[src/rtl/fetch_stage.sv]
// Instruction-fetch stage: owns the PC, addresses instruction memory and fills the IF/ID register.
// Optional performance counters are enabled with `define FETCH_PERF_CNT_EN.
module fetch_stage #(
  parameter logic [31:0] RESET_PC   = 32'h0000_0000,
  parameter int          IMEM_WORDS = 16
) (
  input  logic        clk,
  input  logic        reset,
  input  logic        start,
  input  logic        stall,
  input  logic        flush,
  input  logic        redirect_valid,
  input  logic [31:0] redirect_pc,
  output logic [31:0] imem_addr,
  input  logic [31:0] imem_data,
  output logic        ifid_valid,
  output logic [31:0] ifid_instr,
  output logic [31:0] ifid_pc,
  output logic [31:0] ifid_pc_plus4,
`ifdef FETCH_PERF_CNT_EN
  output logic [31:0] perf_fetched,
  output logic [31:0] perf_stalled,
`endif
  output logic        fetch_done
);

  typedef enum logic [1:0] {
    S_IDLE = 2'd0,
    S_RUN  = 2'd1,
    S_HALT = 2'd2
  } state_t;

  localparam logic [31:0] WORD_LIMIT = 32'(IMEM_WORDS);

  state_t      state, state_n;
  logic [31:0] pc, pc_n;
  logic        valid_n;
  logic [31:0] instr_n, ifid_pc_n, pc_plus4_n;
  logic [31:0] redirect_target;
  logic        out_of_range;

  assign redirect_target = redirect_pc & ~32'd3;
  assign out_of_range    = {2'b00, pc[31:2]} >= WORD_LIMIT;
  assign imem_addr       = {2'b00, pc[31:2]};
  assign fetch_done      = (state == S_HALT);

  // NOTE: every signal gets a hold default before the case so no latch is inferred.
  always_comb begin
    state_n    = state;
    pc_n       = pc;
    valid_n    = ifid_valid;
    instr_n    = ifid_instr;
    ifid_pc_n  = ifid_pc;
    pc_plus4_n = ifid_pc_plus4;
    case (state)
      S_IDLE: begin
        if (redirect_valid) pc_n = redirect_target;
        if (start)          state_n = S_RUN;
      end
      S_RUN: begin
        if (redirect_valid) begin
          pc_n    = redirect_target;
          valid_n = 1'b0;
          instr_n = '0;
        end else if (out_of_range) begin
          // Fell off the end of the program: drain IF/ID and wait for a late redirect.
          valid_n = 1'b0;
          instr_n = '0;
          state_n = S_HALT;
        end else if (stall) begin
          if (flush) begin
            valid_n = 1'b0;
            instr_n = '0;
          end
        end else begin
          valid_n    = !flush;
          instr_n    = flush ? 32'd0 : imem_data;
          ifid_pc_n  = pc;
          pc_plus4_n = pc + 32'd4;
          pc_n       = pc + 32'd4;
        end
      end
      S_HALT: begin
        if (redirect_valid) begin
          pc_n    = redirect_target;
          state_n = S_RUN;
        end
      end
      default: state_n = S_IDLE;
    endcase
  end

  // NOTE: sequential state is written only with non-blocking assignments.
  always_ff @(posedge clk) begin
    if (reset) begin
      state         <= S_IDLE;
      pc            <= RESET_PC;
      ifid_valid    <= 1'b0;
      ifid_instr    <= '0;
      ifid_pc       <= '0;
      ifid_pc_plus4 <= '0;
    end else begin
      state         <= state_n;
      pc            <= pc_n;
      ifid_valid    <= valid_n;
      ifid_instr    <= instr_n;
      ifid_pc       <= ifid_pc_n;
      ifid_pc_plus4 <= pc_plus4_n;
    end
  end

`ifdef FETCH_PERF_CNT_EN
  logic fetched_inc, stalled_inc;

  assign fetched_inc = (state == S_RUN) && !redirect_valid && !out_of_range && !stall && !flush;
  assign stalled_inc = (state == S_RUN) && stall && !redirect_valid;

  // Both counters saturate rather than wrap so long runs never read as small.
  always_ff @(posedge clk) begin
    if (reset) begin
      perf_fetched <= '0;
      perf_stalled <= '0;
    end else begin
      if (fetched_inc && (perf_fetched != 32'hFFFF_FFFF)) perf_fetched <= perf_fetched + 32'd1;
      if (stalled_inc && (perf_stalled != 32'hFFFF_FFFF)) perf_stalled <= perf_stalled + 32'd1;
    end
  end
`endif

endmodule

[config.mk]
export PLATFORM = sky130hd
export DESIGN_NAME = fetch_stage
export DESIGN_NICKNAME = d
export VERILOG_FILES = /design/src/rtl/fetch_stage.sv
export SDC_FILE = /design/constraint.sdc
export NUM_CORES = 1
export LEC_CHECK = 0
export CORE_ASPECT_RATIO = 0.6
export CORE_MARGIN = 4
export CORE_UTILIZATION = 41
export DETAILED_ROUTE_END_ITERATION = 16
export GPL_TIMING_DRIVEN = 0
export MAX_ROUTING_LAYER = met4
export PLACE_DENSITY = 0.8
export SETUP_SLACK_MARGIN = 0.3
export SLEW_MARGIN = 0
export SYNTH_ARGS = -nofsm -noshare
export SYNTH_HDL_FRONTEND = slang
export SYNTH_SLANG_ARGS = --single-unit
[constraint.sdc]
create_clock -name clk -period 3.1 [get_ports clk]
set_input_delay 0.93 -clock clk [delete_from_list [all_inputs] [get_ports clk]]
set_output_delay 0.93 -clock clk [all_outputs]
set_load 0.01 [all_outputs]
==> results_dict.tcl <==
set metrics [dict create \
    worst_slack_ns 0.396 \
    ys_top_cells_by_area "dfxtp_1 (57%), and2_1 (7.3%), a21oi_1 (3.8%)" \
    switching_share 0.252 \
    slew_headroom 0.579 \
    place_area_sq_um 6450 \
    dr.first_iter.drc_count 219 \
    io_buffers 190 \
    vias_per_cell 5.03 \
    synth_top_family_by_area "simple AND/OR/NAND/NOR gates" \
    crit_arrival_ns 1.77 \
    grt_pass1_wl_mm 21.3 \
    yosys_warnings 0 \
    crit_family "buffers and inverters" \
    antenna_found_initial 0 \
    cpPeakStageDelay_ns 0.51 \
    synthXorXnorAreaFrac 0.00803 \
    stdcell_count 791 \
    use_met1 0.290 \
    layout_commonest_cell "clkdlybuf4s50_1" \
    synth-edff-count 0 \
    fin_crit_ns 2.70 \
    critPathLaunchType "register" \
    share_seq_of_total_power 0.421 \
    die_w_microns 141 \
    area_growth_pct 62.3 \
    synth_compound_area_frac 0.153 \
    wl_per_cell_microns 17.1 \
    ios 200 \
    crit_type "reg2out" \
    grt_pass1_vias 4055 \
    clkSinkCount 125 \
    p_leak_nw 2.73 \
    antenna_cells 0 \
    synthCells 429 \
    crit_slowest_cell "clkdlybuf4s50_1" \
    ys_seq_area_frac 0.574 \
    period_share 0.872 \
    top_usage_layer "met2" \
    die_h_microns 87.9 \
    cp_cell_sequence "clkbuf_1, nor2_2, clkdlybuf4s50_1" \
    synth_cell_types 49 \
    cts_root_buffer "clkbuf_16" \
    grt-ovfl-total 0 \
    dp_slack_ns -0.585 \
    gp_congestion 0.925 \
    rows 28 \
    final_area_sq_um 7080 \
    p_total_w 0.00395 \
    powerDensity_nw_per_um2 558 \
    firstDrtPassIters 4 \
    fmax_mhz 370 \
    cts_buffer_depth 2 \
    fin_nets 716 \
    start_util 0.431 \
    grt_max_degree 17 \
    ir_worst_vdd_v 0.000427 \
    hold_viol 0 \
    synth.area.mux_share 0.0138 \
    holdCritPathClass "reg2reg" \
    clk_latency_ns 0.41 \
    ant_nets 0 \
    core-area_sq_um 10100 \
    syn_area_per_cell_sq_um 10.2 \
    synth_seq_cells 125 \
    drv_slew 0 \
    critPathCaptureType "output port" \
    rsz0062_at_grt "no" \
    crit_fanout 10 \
    finalClockSkew_ns 0.0113 \
    drt_drc_violations_left 0 \
    path_buf_inv 2 \
    p_switching_w 0.000997 \
    internal_power_w 0.00296 \
    p_clk_frac 0.486 \
    cap_violations 0 \
    power_frac_comb 0.092 \
    syn_area_sq_um 4360 \
    ys.flop_type "dfxtp_1" \
    clk_pin_slew_ns 0.06 \
    h-tree-depth 4 \
    die-area_sq_um 12400 \
    worstMarginPinSlew_ns 0.625 \
    cts-buffers-inserted 17 \
    vias 3978 \
    outcome "complete, no violations" \
    dp.cells 759 \
    synth_adder_area_share 0.00574 \
    dp_hpwl_mm 10.1 \
    synth_top_cell_by_area "dfxtp_1" \
    grt_use_total 0.224 \
    required_ns 2.17 \
    async_flop_share 0 \
    most-common-layout-cells "clkdlybuf4s50_1 (189), dfxtp_1 (125), and2_1 (51)" \
    synth-simple-area-share 0.200 \
    use_met3 0.0747 \
    drt_wl_total_mm 13.6 \
    post_route_cells_drive_above_1_share 0.131 \
    cts_tree "done" \
    netlist.area_leader.share 0.574 \
    setup_viol 0 \
    grt_util_met2 0.333 \
]
## sequential cells by signal (all words and copies together) (netlist names)
signal	flops
state	2
ifid_pc	30
ifid_pc_plus4	30
pc	30
ifid_instr	32
ifid_valid	1
## through the flow
step	utilization	TNS [ns]	hold WS [ns]
after floorplan	-	0	0.483
after global placement	0.637	-46.94	0.433
after detailed placement	0.637	-48.94	0.441
after CTS	0.697	0	0.454
after global routing	0.699	0	0.477
final	0.699	0	0.451
## cell families after synthesis
family          after synthesis
flops                       125
other cells                   1
xor+xnor                      4
compound gates               91
simple gates                161
mux                           6
fa+ha+maj                     2
buf+inv                      39
## synth_stat cells (all sizes together), types with 4 or more instances
cell      n
inv       4
nand3    26
mux2i     6
nor2     17
nor3      4
nand2    38
a22o     32
buf      15
nor4      7
and2     51
clkbuf   20
o21ai     5
a21oi    34
a211oi    4
dfxtp   125
## layout make-up
class,count,area (sq um)
clock inverters,14,149
flip-flops and latches,125,2500
clock buffers,17,425
multi-input cells,270,1700
fillers,782,3050
well taps,135,169
repair buffers,191,1910
plain buffers,35,205
inverters,4,15.0
## per-layer routing
| metal | vias up | wire, microns | share of wire |
|---|---|---|---|
| li1 | 1914 | - | - |
| met1 | 1893 | 6150 | 0.45 |
| met2 | 155 | 6030 | 0.44 |
| met3 | 16 | 1190 | 0.087 |
| met4 | 0 | 195 | 0.014 |
| met5 | - | 0 | 0 |
## power by group through the flow
stage / sequential [W] / combinational, W / clock (W)
global route: 0.00167 / 0.000392 / 0.00203
detailed placement: 0.00170 / 0.000350 / 0
global placement: 0.00170 / 0.000342 / 0
floorplan: 0.00170 / 0.000153 / 0
finish: 0.00167 / 0.000364 / 0.00192
CTS: 0.00167 / 0.000359 / 0.00195
## worst paths after layout
path                                start                     endpoint  slack (ns)  cells past startpoint
setup / recovery    state[0]$_SDFFE_PP0P_                   fetch_done        0.40                      3
hold reg to reg   ifid_valid$_SDFFE_PP0P_      ifid_valid$_SDFFE_PP0P_        0.45                      1
setup reg to reg      pc[18]$_SDFFE_PP0P_  ifid_instr[16]$_SDFFE_PP0P_        0.63                      6
hold / removal    ifid_valid$_SDFFE_PP0P_      ifid_valid$_SDFFE_PP0P_        0.45                      1
## timing repair
action	CTS	global route
cloned	0	0
endpoints found under the setup margin	114	73
gates resized for setup	15	7
hold buffers	0	0
pin swaps	1	0
setup buffers	1	0
hold endpoints to repair	0	0
No activity file was read; power rests on OpenSTA's default activity.
